### src/rtl/nonce_arbiter_if.sv
// Bundle between the hasher cores / serial transmitter side and the nonce arbiter.
// The cores and transmitter use the master modport; the arbiter uses the slave modport.
interface nonce_arbiter_if #(
  parameter int SLAVES = 2
);
  logic [SLAVES-1:0]    new_nonces;
  logic [32*SLAVES-1:0] slave_nonces;
  logic                 serial_busy;
  logic                 serial_send;
  logic [31:0]          golden_nonce;
  logic [SLAVES-1:0]    pending;
  logic                 fifo_full;
  logic [7:0]           dropped_count;

  modport master (
    output new_nonces, slave_nonces, serial_busy,
    input  serial_send, golden_nonce, pending, fifo_full, dropped_count
  );

  modport slave (
    input  new_nonces, slave_nonces, serial_busy,
    output serial_send, golden_nonce, pending, fifo_full, dropped_count
  );
endinterface

### src/rtl/nonce_arbiter.sv
// Captures golden-nonce tickets per core, moves them round-robin into a small FWFT FIFO,
// and feeds the serial transmitter one word at a time.
module nonce_arbiter #(
  parameter int SLAVES       = 2,
  parameter int FIFO_ABITS   = 2,
  parameter int BUSY_TIMEOUT = 8
) (
  input  logic          hash_clk,
  input  logic          reset,
  nonce_arbiter_if.slave bus
);

  localparam int DEPTH = 1 << FIFO_ABITS;
  localparam int PTR_W = (SLAVES > 1) ? $clog2(SLAVES) : 1;
  localparam int TO_W  = $clog2(BUSY_TIMEOUT + 1);

  typedef enum logic [1:0] {IDLE, SEND, WAIT_BUSY, WAIT_DONE} tx_state_t;

  function automatic logic [PTR_W-1:0] wrap_add(input logic [PTR_W-1:0] base, input int off);
    int s;
    s = int'(base) + off;
    if (s >= SLAVES) s = s - SLAVES;
    return PTR_W'(s);
  endfunction

  logic [31:0]          holding [SLAVES];
  logic [SLAVES-1:0]    pending_q;
  logic [7:0]           dropped_q;
  logic [7:0]           dropped_next;
  logic [SLAVES-1:0]    drop_vec;
  logic [PTR_W-1:0]     rr_ptr;
  logic [PTR_W-1:0]     grant;
  logic                 grant_valid;
  logic                 push;
  logic                 pop;

  logic [31:0]          mem [DEPTH];
  logic [FIFO_ABITS-1:0] wr_ptr;
  logic [FIFO_ABITS-1:0] rd_ptr;
  logic [FIFO_ABITS:0]  count;
  logic                 fifo_empty;
  logic                 full;

  tx_state_t            state;
  tx_state_t            state_next;
  logic [TO_W-1:0]      to_cnt;
  logic                 serial_send_q;
  logic [31:0]          golden_q;

  assign fifo_empty = (count == '0);
  assign full       = (count == (FIFO_ABITS + 1)'(DEPTH));

  // Round-robin search: first pending slave at or above rr_ptr, wrapping.
  always_comb begin
    grant       = '0;
    grant_valid = 1'b0;
    for (int off = 0; off < SLAVES; off++) begin
      if (!grant_valid && pending_q[wrap_add(rr_ptr, off)]) begin
        grant       = wrap_add(rr_ptr, off);
        grant_valid = 1'b1;
      end
    end
  end

  assign pop  = (state == IDLE) && !fifo_empty && !bus.serial_busy;
  assign push = grant_valid && (!full || pop);

  // A new ticket landing on an occupied, ungranted register loses the older nonce.
  always_comb begin
    logic [8:0] drop_sum;
    drop_vec = '0;
    drop_sum = 9'(dropped_q);
    for (int i = 0; i < SLAVES; i++) begin
      drop_vec[i] = bus.new_nonces[i] && pending_q[i] && !(push && (grant == PTR_W'(i)));
      drop_sum    = drop_sum + 9'(drop_vec[i]);
    end
    dropped_next = (drop_sum > 9'd255) ? 8'hFF : drop_sum[7:0];
  end

  always_ff @(posedge hash_clk) begin
    if (reset) begin
      pending_q <= '0;
      dropped_q <= '0;
      rr_ptr    <= '0;
    end else begin
      for (int i = 0; i < SLAVES; i++) begin
        if (bus.new_nonces[i])
          pending_q[i] <= 1'b1;
        else if (push && (grant == PTR_W'(i)))
          pending_q[i] <= 1'b0;
      end
      dropped_q <= dropped_next;
      if (push) rr_ptr <= wrap_add(grant, 1);
    end
  end

  // NOTE: data-only storage carries no reset; pending bits and FIFO pointers decide validity.
  always_ff @(posedge hash_clk) begin
    for (int i = 0; i < SLAVES; i++) begin
      if (bus.new_nonces[i]) holding[i] <= bus.slave_nonces[32*i +: 32];
    end
    if (push) mem[wr_ptr] <= holding[grant];
  end

  always_ff @(posedge hash_clk) begin
    if (reset) begin
      wr_ptr <= '0;
      rd_ptr <= '0;
      count  <= '0;
    end else begin
      if (push) wr_ptr <= wr_ptr + 1'b1;
      if (pop)  rd_ptr <= rd_ptr + 1'b1;
      case ({push, pop})
        2'b10:   count <= count + 1'b1;
        2'b01:   count <= count - 1'b1;
        default: count <= count;
      endcase
    end
  end

  always_ff @(posedge hash_clk) begin
    if (reset) begin
      state         <= IDLE;
      to_cnt        <= '0;
      serial_send_q <= 1'b0;
      golden_q      <= '0;
    end else begin
      state         <= state_next;
      serial_send_q <= (state == SEND);
      if (pop) golden_q <= mem[rd_ptr];
      if (state == WAIT_BUSY) to_cnt <= to_cnt + 1'b1;
      else                    to_cnt <= '0;
    end
  end

  // The send strobe is registered off SEND, so golden_nonce leads it by one cycle.
  always_comb begin
    state_next = state;
    case (state)
      IDLE:      if (pop) state_next = SEND;
      SEND:      state_next = WAIT_BUSY;
      WAIT_BUSY: begin
        if (bus.serial_busy)                          state_next = WAIT_DONE;
        else if (to_cnt == TO_W'(BUSY_TIMEOUT - 1))   state_next = IDLE;
      end
      WAIT_DONE: if (!bus.serial_busy) state_next = IDLE;
      default:   state_next = IDLE;
    endcase
  end

  assign bus.serial_send   = serial_send_q;
  assign bus.golden_nonce  = golden_q;
  assign bus.pending       = pending_q;
  assign bus.fifo_full     = full;
  assign bus.dropped_count = dropped_q;

endmodule

### src/flat_wrapper.sv
// flat-port wrapper written by rule: the top's interface ports become plain ports
module nonce_arbiter_flat 
#(
  parameter int SLAVES       = 2,
  parameter int FIFO_ABITS   = 2,
  parameter int BUSY_TIMEOUT = 8
)
  (hash_clk, reset, bus_new_nonces, bus_slave_nonces, bus_serial_busy, bus_serial_send, bus_golden_nonce, bus_pending, bus_fifo_full, bus_dropped_count);
  nonce_arbiter_if #(.SLAVES(SLAVES)) bus_i ();
  input  logic hash_clk;
  input  logic reset;
  input wire logic [$bits(bus_i.new_nonces)-1:0] bus_new_nonces;
  input wire logic [$bits(bus_i.slave_nonces)-1:0] bus_slave_nonces;
  input wire logic [$bits(bus_i.serial_busy)-1:0] bus_serial_busy;
  output wire logic [$bits(bus_i.serial_send)-1:0] bus_serial_send;
  output wire logic [$bits(bus_i.golden_nonce)-1:0] bus_golden_nonce;
  output wire logic [$bits(bus_i.pending)-1:0] bus_pending;
  output wire logic [$bits(bus_i.fifo_full)-1:0] bus_fifo_full;
  output wire logic [$bits(bus_i.dropped_count)-1:0] bus_dropped_count;
  assign bus_i.new_nonces = bus_new_nonces;
  assign bus_i.slave_nonces = bus_slave_nonces;
  assign bus_i.serial_busy = bus_serial_busy;
  assign bus_serial_send = bus_i.serial_send;
  assign bus_golden_nonce = bus_i.golden_nonce;
  assign bus_pending = bus_i.pending;
  assign bus_fifo_full = bus_i.fifo_full;
  assign bus_dropped_count = bus_i.dropped_count;
  nonce_arbiter #(.SLAVES(SLAVES), .FIFO_ABITS(FIFO_ABITS), .BUSY_TIMEOUT(BUSY_TIMEOUT)) u_core (.hash_clk(hash_clk), .reset(reset), .bus(bus_i));
endmodule
### config.mk
export PLATFORM = sky130hd
export DESIGN_NAME = nonce_arbiter_flat
export DESIGN_NICKNAME = d
export VERILOG_FILES = /design/src/rtl/nonce_arbiter_if.sv /design/src/rtl/nonce_arbiter.sv /design/src/flat_wrapper.sv
export SDC_FILE = /design/constraint.sdc
export NUM_CORES = 1
export LEC_CHECK = 0
export ABC_AREA = 1
export BUFFER_PORTS_ARGS = -buffer_cell sky130_fd_sc_hd__buf_2
export CAP_MARGIN = 20
export CORE_MARGIN = 8
export CORE_UTILIZATION = 45
export DETAILED_ROUTE_END_ITERATION = 12
export MAX_ROUTING_LAYER = met4
export PLACE_DENSITY = 0.7
export SYNTH_ARGS = -nofsm -noshare
export SYNTH_HDL_FRONTEND = slang
export SYNTH_SLANG_ARGS = --single-unit
export TNS_END_PERCENT = 10
### constraint.sdc
create_clock -name hash_clk -period 3.2 [get_ports hash_clk]
set_clock_uncertainty 0.15 [all_clocks]
set_input_delay 0.64 -clock hash_clk [delete_from_list [all_inputs] [get_ports hash_clk]]
set_output_delay 0.64 -clock hash_clk [all_outputs]
set_load 0.1 [all_outputs]
Word level (Yosys, flattened, before mapping):

Memory sizes are Yosys's and may differ from the RTL's. A register that Yosys moved wholly into a read port is not among the register bits.
Index checks and enable logic that the tools add are counted.

* input bits: 69
* output and inout bits: 44
* RAM bits: 192
* logic and storage cells: 94
* bits in registers: 25
* memories: 2

Memories
* u_core.mem: words 4, bits a word 32, rd ports 1, clocked after memory_dff 1, wr ports 1, line nonce_arbiter.sv:37 `logic [31:0] mem [DEPTH];`
* u_core.holding: words 2, bits a word 32, rd ports 1, clocked after memory_dff 0, wr ports 2, line nonce_arbiter.sv:26 `logic [31:0] holding [SLAVES];`

* order comparisons: 6
* bitwise operators: 2
* $add $sub $neg: 12
* equality and inequality tests: 10
* mux-type cells: 28
* reductions and logical operators: 24

Operators by type and width (count)
* 1-bit 2-to-1 mux: 21
* 1-bit logical AND: 10
* 8-bit by 1-bit adder with 9-bit output: 1
* 9-bit by 1-bit adder with 9-bit output: 1
* 9-bit by 8-bit greater-than comparator with 1-bit output, second input constant: 1
* 2-bit 2-to-1 mux: 4
* 8-bit 2-to-1 mux: 1
* 2-bit case mux with 4 select lines: 1
* 2-bit equality test, second input constant: 3
* 1-bit zero test: 6
* 3-bit case mux with 2 select lines: 1
* 2-bit nonzero test: 3
* 1-bit by 1-bit adder with 2-bit output, second input constant: 2
* 2-bit by 1-bit adder with 2-bit output, second input constant: 2
* 4-bit by 1-bit adder with 4-bit output, second input constant: 1
* 2-bit by 1-bit equality test with 1-bit output, second input constant: 2
* 4-bit by 3-bit equality test with 1-bit output, second input constant: 1
* 2-bit greater-or-equal comparator, second input constant: 2
* 1-bit by 2-bit < comparator with 1-bit output, second input constant: 2
* 3-bit by 1-bit adder with 3-bit output, second input constant: 1
* 3-bit equality test, second input constant: 1
* 3-bit zero test: 1
* 3-bit inequality test, second input constant: 1
* 3-bit AND reduction: 1
* other kinds (9): 12

Depth between registers and ports, before layout:

Gate-level depths: netlist (run 1).

* depth in word-level cells: 16
* mapped depth: 15
* gate-level depth less buffers: 15

Least setup slack after synthesis (run 1):

OpenSTA, ideal clock, no wires.

* path type: register -> register
* start point: reg u_core.count[0]
* end point: reg u_core.dropped_q[5], in the netlist u_core.bus.dropped_count[5]
* library setup time: 0.065 ns
* data arrival time: 3.106 ns
* clock period less this slack: 3.321 ns
* slack: -0.121 ns
* required time: 2.985 ns
* cell stages (with the launch flop): 16
* path buffers: 0
* path through: dfxtp_1 > inv_1 > nand2_1 > nor2_2 > nand2_2 > nand3_1 > nand3_1 > fa_1 > inv_1 > ha_1 > nand3_1 > nor3_2 > nand2_2 > nand2_1 > nor2_1 > nor2_1

* elaborated cells between the ends (all ways): 18
* classes of those cells: add/sub (2); order compare (1); eq/ne (1); mux (1); reduce/logical (13)

RTL lines
* start: declaration: line nonce_arbiter.sv:40 `logic [FIFO_ABITS:0] count;`
* start signal: assignment: line nonce_arbiter.sv:114 `2'b10: count <= count + 1'b1;`
* start signal: assignment: line nonce_arbiter.sv:115 `2'b01: count <= count - 1'b1;`
* start signal: assignment: line nonce_arbiter.sv:116 `default: count <= count;`
* 3-bit equality test *: line nonce_arbiter.sv:51 `assign full = (count == (FIFO_ABITS + 1)'(DEPTH));`
* named net bus_fifo_full: line flat_wrapper.sv:18 `output wire logic [$bits(bus_i.fifo_full)-1:0] bus_fifo_full;`
* 1-bit zero test *: line nonce_arbiter.sv:66 `assign push = grant_valid && (!full || pop);`
* 1-bit logical OR *: line nonce_arbiter.sv:66
* 1-bit logical AND *: line nonce_arbiter.sv:66
* 1-bit logical AND: line nonce_arbiter.sv:74 `drop_vec[i] = bus.new_nonces[i] && pending_q[i] && !(push && (grant == PTR_W'(i)));`
* 1-bit zero test: line nonce_arbiter.sv:74
* 1-bit logical AND: line nonce_arbiter.sv:74
* 8-bit by 1-bit adder with 9-bit output: line nonce_arbiter.sv:75 `drop_sum = drop_sum + 9'(drop_vec[i]);`
* 9-bit by 1-bit adder with 9-bit output *: line nonce_arbiter.sv:75
* 9-bit by 8-bit greater-than comparator with 1-bit output: line nonce_arbiter.sv:77 `dropped_next = (drop_sum > 9'd255) ? 8'hFF : drop_sum[7:0];`
* 8-bit 2-to-1 mux *: line nonce_arbiter.sv:77
* end signal: assignment: line nonce_arbiter.sv:92 `dropped_q <= dropped_next;`
* end: declaration: line nonce_arbiter.sv:28 `logic [7:0] dropped_q;`

Mark *: on every way through the listed nets, which the timed path passes. The rest lies on a longest branch.
A chain may end at the register's enable or synchronous reset.

Worst setup path in the final report (run 1):

* start point: reg u_core.count[0]
* end point: reg u_core.dropped_q[5], in the netlist u_core.bus.dropped_count[5]

* longest elaborated chain between the ends: 13
* elaborated cells between the ends (all ways): 18
* classes of those cells: add/sub (2); order compare (1); eq/ne (1); mux (1); reduce/logical (13)

RTL lines
* 3-bit zero test: line nonce_arbiter.sv:50 `assign fifo_empty = (count == '0);`
* 1-bit zero test: line nonce_arbiter.sv:65 `assign pop = (state == IDLE) && !fifo_empty && !bus.serial_busy;`
* 1-bit logical AND (2 in series): line nonce_arbiter.sv:65
* 1-bit logical OR *: line nonce_arbiter.sv:66
* 1-bit logical AND *: line nonce_arbiter.sv:66
* 1-bit logical AND: line nonce_arbiter.sv:74
* 1-bit zero test: line nonce_arbiter.sv:74
* 1-bit logical AND: line nonce_arbiter.sv:74
* 8-bit by 1-bit adder with 9-bit output: line nonce_arbiter.sv:75
* 9-bit by 1-bit adder with 9-bit output *: line nonce_arbiter.sv:75
* 9-bit by 8-bit greater-than comparator with 1-bit output: line nonce_arbiter.sv:77
* 8-bit 2-to-1 mux *: line nonce_arbiter.sv:77

Mark *: on every way between the ends. The rest lies on a longest branch, timed or not.

==> results of run 1 <==
[worst max-delay path by stage]
stage	slack [ns]	cells past startpoint	from	endpoint
after detailed placement	0.38	15	bus_serial_busy	u_core.bus.dropped_count[5]
after CTS	0.61	15	u_core.count[0]	u_core.bus.dropped_count[5]
final	0.64	15	u_core.count[0]	u_core.bus.dropped_count[5]
after global placement	0.46	15	bus_serial_busy	u_core.bus.dropped_count[5]
after global routing	0.31	15	u_core.count[0]	u_core.bus.dropped_count[5]
after floorplan	-0.11	3	u_core.bus.pending[1]	u_core.mem[2][0]
[Yosys cell counts (all sizes together)]
library cell	number
edfxtp	192
ha	7
o21bai	1
nor2	184
clkbuf	7
nand3	13
xnor2	2
buf	30
xor2	3
or2	1
dfxtp	57
inv	28
mux2	32
a21oi	19
fa	2
nand4	1
nor3	2
o21ai	132
nand2	29
[worst max-delay path, stage by stage, from the launching register on]
cell and delay (ns):
dfxtp_1 0.29, inv_1 0.14, nand2_1 0.11, nor2_4 0.10, nand2_2 0.10, nand3_1 0.13
nand3_1 0.10, fa_1 0.38, inv_1 0.08, ha_1 0.18, nand3_1 0.16, nor3_2 0.23
nand2_2 0.14, nand2_1 0.08, nor2_1 0.04, nor2_1 0.07
[power by group through the flow]
stage	Combinational [mW]	Clock (mW)	Sequential, mW
2_1_floorplan	1.23	0	5.29
3_3_place_gp	2.83	0	4.17
3_5_place_dp	2.88	0	4.19
4_1_cts	2.89	3.03	4.12
5_1_grt	3.07	3.14	4.16
6_report	2.84	2.96	4.12
[metrics by stage]
step                hold slack (ns)  setup WS, ns  utilization  std cells
CTS                           0.118         0.612        0.534       1155
detailed placement            0.310         0.382        0.493       1107
global route                  0.118         0.305        0.534       1155
finish                        0.134         0.637        0.534       1155
global placement              0.280         0.461        0.493       1107
floorplan                     0.268        -0.111            -        742
[cell type report]
class                      instances  share of cell area
tap                              275              0.0309
clock inverter                    14              0.0128
multi-input combinational        428               0.202
sequential                       249               0.620
timing repair buffer             127              0.0626
clock buffer                      34              0.0629
inverter                          28             0.00943
[cells by family after synthesis]
logic type      share of synthesized area
flops                               0.727
xor+xnor                          0.00461
compound gates                     0.0804
fa+ha+maj                          0.0134
simple gates                       0.0968
buf+inv                            0.0397
mux                                0.0379
[sequential cells by signal (all words and copies together), names as in the netlist]
register                  count
u_core.bus.pending            2
u_core.rd_ptr                 2
u_core.bus.golden_nonce      32
u_core.wr_ptr                 2
u_core.rr_ptr                 1
u_core.bus.dropped_count      8
u_core.mem                  128
u_core.state                  2
u_core.bus.serial_send        1
u_core.to_cnt                 4
u_core.count                  3
u_core.holding               64
[layer usage]
| layer | vias to the layer above | GRT usage | routed length [um] | share of wire |
|---|---|---|---|---|
| li1 | 2835 | - | - | - |
| met1 | 2750 | 0.175 | 8090 | 0.43 |
| met2 | 115 | 0.247 | 9370 | 0.50 |
| met3 | 41 | 0.0221 | 693 | 0.037 |
| met4 | 0 | 0.0501 | 549 | 0.029 |
| met5 | - | - | 0 | 0 |
==> impl_metrics.json, run 1 <==
{
  "filler_cell_count": 1744,
  "synth.avg_cell_area_um2": 12.8,
  "synth_top_cell_area_share": 0.607,
  "vias": 5741,
  "setup_viol": 0,
  "syn_inst": 742,
  "cts.reportedPaths.clkPinSlew_ns": 0.06,
  "max-clock-path-buffers": 3,
  "critPathCaptureType": "flip-flop",
  "detail_route.wirelength_mm": 18.7,
  "die_area_um2": 26000,
  "num_rows": 53,
  "seq_area_um2": 6910,
  "switching_share": 0.362,
  "synth.top_cells.by_area": "edfxtp_1 (61%), dfxtp_1 (12%), nor2_1 (7.2%)",
  "rsz0062_at_grt": "false",
  "die_w_um": 161,
  "min-delay-path-class": "in -> reg",
  "cts_tree": "done",
  "cts_made_buffers": 26,
  "timing_max_transition_violations_final": 0,
  "timing.slew.headroom": 0.409,
  "leakage_nw": 4.18,
  "timing.hold.worst.start": "bus_slave_nonces[19]",
  "worst-r2r-setup-slack_ns": 0.64,
  "register_area_share_after_synthesis": 0.727,
  "final.min_clock_period_ns": 2.56,
  "insertion_delay_to_the_later_sink_of_the_worst_skew_pair_ns": 0.53,
  "place_congestion": 0.700,
  "critPathKind": "reg -> reg",
  "mappedNetlistArea_um2": 9500,
  "timing.final.hold_violations": 0,
  "io_buffers": 112,
  "ctsRootBufferMaster": "clkbuf_16",
  "yosys_warnings": 0,
  "postCtsHoldBufs": 0,
  "whs_endpoint": "u_core.holding[0][19]",
  "routed_wire_length_per_instance_um": 16.2,
  "seq_power_share": 0.415,
  "most_common_cell_after_layout_fill_and_taps_aside": "edfxtp_1",
  "synth_largest_area_cell": "edfxtp_1",
  "timing.reg2reg.worst_path_depth": 15,
  "maxClockFrequency_ghz": 0.390,
  "placeableCoreArea_um2": 20900,
  "final_cell_area_um2": 11200,
  "drt_pass1_iterations": 4,
  "netSwitchingPower_mw": 3.59,
  "grt_antenna_before_repair": 0,
  "drcViolationCount": 0,
  "h-tree-depth": 1,
  "die_height_um": 161,
  "grt_usage": 0.145,
  "internal_power_mw": 6.33,
  "power.share.clock": 0.299,
  "report.power.total_mw": 9.92,
  "drtAntennaViolNets": 0,
  "slew_of_the_pin_with_the_lowest_slew_margin_ns": 0.887,
  "max_capacitance_violation_count": 0,
  "timing.critical_path.fanout_max": 6,
  "multi_input_gate_area_in_the_final_layout_um2": 2250,
  "power_per_cell_area_nw_per_um2": 890,
  "floorplan.initialDensity": 0.455,
  "antenna-diode-count": 0,
  "min_delay_path_depth": 1,
  "vias_in_the_first_global_route": 5737,
  "area_growth_pct": 17.4,
  "synth_fp_nets": 820,
  "timing.critical_path.arrival_ns": 2.87,
  "rr_startpoint": "u_core.count[0]",
  "worst_vdd_drop_uv": 608,
  "critical_path.reg2reg.endpoint": "u_core.bus.dropped_count[5]",
  "clock-sinks": 249,
  "grt_pass1_wl_mm": 29.7,
  "post_cts_buffers": 0,
  "comb_power_share": 0.286,
  "via_per_inst": 4.97,
  "synth_cell_types": 30,
  "worstSetupStartpointType": "flip-flop",
  "run_status": "finished, final reports clean",
  "io-pin-count": 113,
  "num-nets-final": 938,
  "post_route_cells_drive_above_1_share": 0.247,
  "cts.repair.resized": 0,
  "seq_cells_post_synth": 249,
  "timing.critical_path.required_ns": 3.51,
  "mostFrequentLayoutCells": "edfxtp_1 (192), nor2_1 (178), buf_2 (112), o21ai_0 (96), dfxtp_1 (55)",
  "grt_overflow_total": 0,
  "timing.setup.tns_ns": 0,
  "drt_iter0_markers": 376,
  "detailed_place_hpwl_mm": 11.7,
  "timing.final.crit_share": 0.801,
  "placed_area_um2": 10300,
  "largest_net_degree_at_the_start_of_global_routing": 66
}
Power figures use the tool's default switching activity.
==> run 2, diff against run 1 <==
- PLACE_DENSITY: 0.7 -> 0.73
- clock period: 3.2 -> 2.3 ns (I/O delays scaled with it)
==> run 2 against run 1 <==
  * Clock power grew 21%
  * Non-clock buffer count grew 73
  * Critical path depth is the same
  * Via count grew 5.1%
  * Register-to-register slack lost 0.47 ns
  * Global-route usage grew 1.7 points
  * Setup slack lost 0.47 ns
  * Sequential power grew 39%
  * Total power grew 36%
  * Count of clock-buffer cells in the layout grew 5
  * Wire length grew 10%
  * Highest routed layer unchanged
==> impl_metrics.json, run 2 (synthesis results as in run 1) <==
{
  "grt_overflow_total": 0,
  "rsz0062_at_grt": "false",
  "filler_cell_count": 1703,
  "setup_viol": 0,
  "die_area_um2": 26000,
  "worst-path-stages": 15,
  "worst_vdd_drop_uv": 904,
  "timing.final.hold_violations": 0,
  "run_status": "finished, final reports clean",
  "worst_slack_ns": 0.169,
  "num-nets-final": 1010,
  "area_growth_pct": 25.0,
  "num_rows": 53,
  "floorplan.initialDensity": 0.455,
  "drtAntennaViolNets": 0,
  "fin_hold_ws_ns": 0.211,
  "timing.slew.headroom": 0.553,
  "cts.reportedPaths.clkPinSlew_ns": 0.06,
  "maxClockFrequency_ghz": 0.469,
  "detail_route.wirelength_mm": 20.6,
  "drcViolationCount": 0,
  "power_per_cell_area_nw_per_um2": 1140,
  "timing.setup.tns_ns": 0,
  "worst_path_largest_cell_delay_ns": 0.37,
  "most_common_cell_after_layout_fill_and_taps_aside": "edfxtp_1",
  "final.min_clock_period_ns": 2.13,
  "final_cell_area_um2": 11900,
  "critPathKind": "reg -> reg",
  "seq_area_um2": 6910,
  "insertion_delay_to_the_later_sink_of_the_worst_skew_pair_ns": 0.51,
  "drt_iter0_markers": 394,
  "final_cell_count_no_fill": 1226,
  "clock-sinks": 249,
  "cts_tree": "done",
  "path_delay_family": "simple AND/OR/NAND/NOR gates",
  "ctsRootBufferMaster": "clkbuf_16",
  "detailed_place_hpwl_mm": 11.8,
  "crit_path_cell_trace": "inv_2 > nand2_2 > nor2_4 > nand2_4 > nand2_2 > nand3_2 > fa_2 > inv_2 > ha_4 > nand3_4 > nor3_4 > nand2_2 > nand2_1 > nor2_1 > nor2_1",
  "largest_net_degree_at_the_start_of_global_routing": 66,
  "registers.top_by_ff_count": "u_core.mem",
  "die_height_um": 161,
  "placed_area_um2": 10500,
  "timing.critical_path.buf_inv": 2,
  "min-delay-path-class": "in -> reg",
  "vias_in_the_first_global_route": 6011,
  "pre_cts_slack_ns": -0.0585,
  "timing.critical_path.required_ns": 2.60,
  "die_w_um": 161,
  "grt_pass1_wl_mm": 32.6,
  "max_capacitance_violation_count": 0,
  "post_route_cells_drive_above_1_share": 0.245,
  "critPathSlowestCell": "fa_2",
  "critPathCaptureType": "flip-flop",
  "timing.reg2reg.worst_path_depth": 15,
  "min_delay_path_depth": 4,
  "io_buffers": 112,
  "vias": 6034,
  "drt_pass1_iterations": 5,
  "slew_of_the_pin_with_the_lowest_slew_margin_ns": 0.671,
  "critPathMostFrequentCell": "nand2_2",
  "timing.critical_path.fanout_max": 6,
  "multi_input_gate_area_in_the_final_layout_um2": 2320,
  "place_congestion": 0.756,
  "flip_flop_count_of_the_largest_register_all_copies_and_words_added": 128,
  "timing_max_transition_violations_final": 0,
  "h-tree-depth": 1,
  "timing.final.crit_share": 0.927,
  "mostFrequentLayoutCells": "edfxtp_1 (192), nor2_1 (178), buf_2 (112), o21ai_0 (96), dlygate4sd3_1 (64)",
  "cts_made_buffers": 25,
  "placeableCoreArea_um2": 20900,
  "worstSetupStartpointType": "flip-flop",
  "routed_wire_length_per_instance_um": 16.8,
  "io-pin-count": 113,
  "timing.critical_path.arrival_ns": 2.43,
  "grt_antenna_before_repair": 1,
  "grt_usage": 0.162,
  "via_per_inst": 4.92,
  "leakage_nw": 4.47,
  "place.detailed.instances": 1114,
  "max-clock-path-buffers": 3
}
==> run 2: metrics by stage <==
stage,power (mW),util
final,13.5,0.568
after CTS,13.6,0.566
after floorplan,9.10,-
after detailed placement,9.90,0.502
after global placement,9.81,0.502
after global routing,14.1,0.568
==> run 2: power breakdown <==
part	internal, mW	switching (mW)	total [mW]
combinational	0.972	3.18	4.16
sequential	5.50	0.223	5.73
clock	2.04	1.55	3.59
total	8.52	4.96	13.5
==> run 2: layout make-up <==
type / instances / area share
antenna: 1 / 0.000211
clock buffer: 39 / 0.0580
clock inverter: 6 / 0.00221
inverter: 28 / 0.00886
multi-input combinational: 428 / 0.195
sequential: 249 / 0.583
tap: 275 / 0.0290
timing repair buffer: 200 / 0.124
==> run 2: final timing paths <==
kind / end / start / slack, ns
worst min-delay path: u_core.count[2] / reset / 0.21
worst min register to register: u_core.to_cnt[0] / u_core.to_cnt[0] / 0.30
worst max-delay path: u_core.bus.dropped_count[5] / u_core.count[0] / 0.17
worst max register to register: u_core.bus.dropped_count[5] / u_core.count[0] / 0.17
==> run 2: per-layer routing <==
| metal | global-route usage | vias up | wire length (um) |
|---|---|---|---|
| met2 | 0.278 | 143 | 10500 |
| met4 | 0.0467 | 0 | 506 |
| met5 | - | - | 0 |
| li1 | - | 2978 | - |
| met1 | 0.194 | 2879 | 8820 |
| met3 | 0.0265 | 34 | 823 |
==> run 2: tightest hold or removal path, stage by stage <==
cell and delay, ns:
buf_2 0.11, inv_2 0.12, nand2_1 0.10, nor2_1 0.03
==> run 2: timing repair <==
item | CTS | global route
setup endpoints to repair | 0 | 8
setup buffers | 0 | 2
resized for setup | 0 | 5
hold buffers | 64 | 0
hold endpoints to repair | 64 | 0
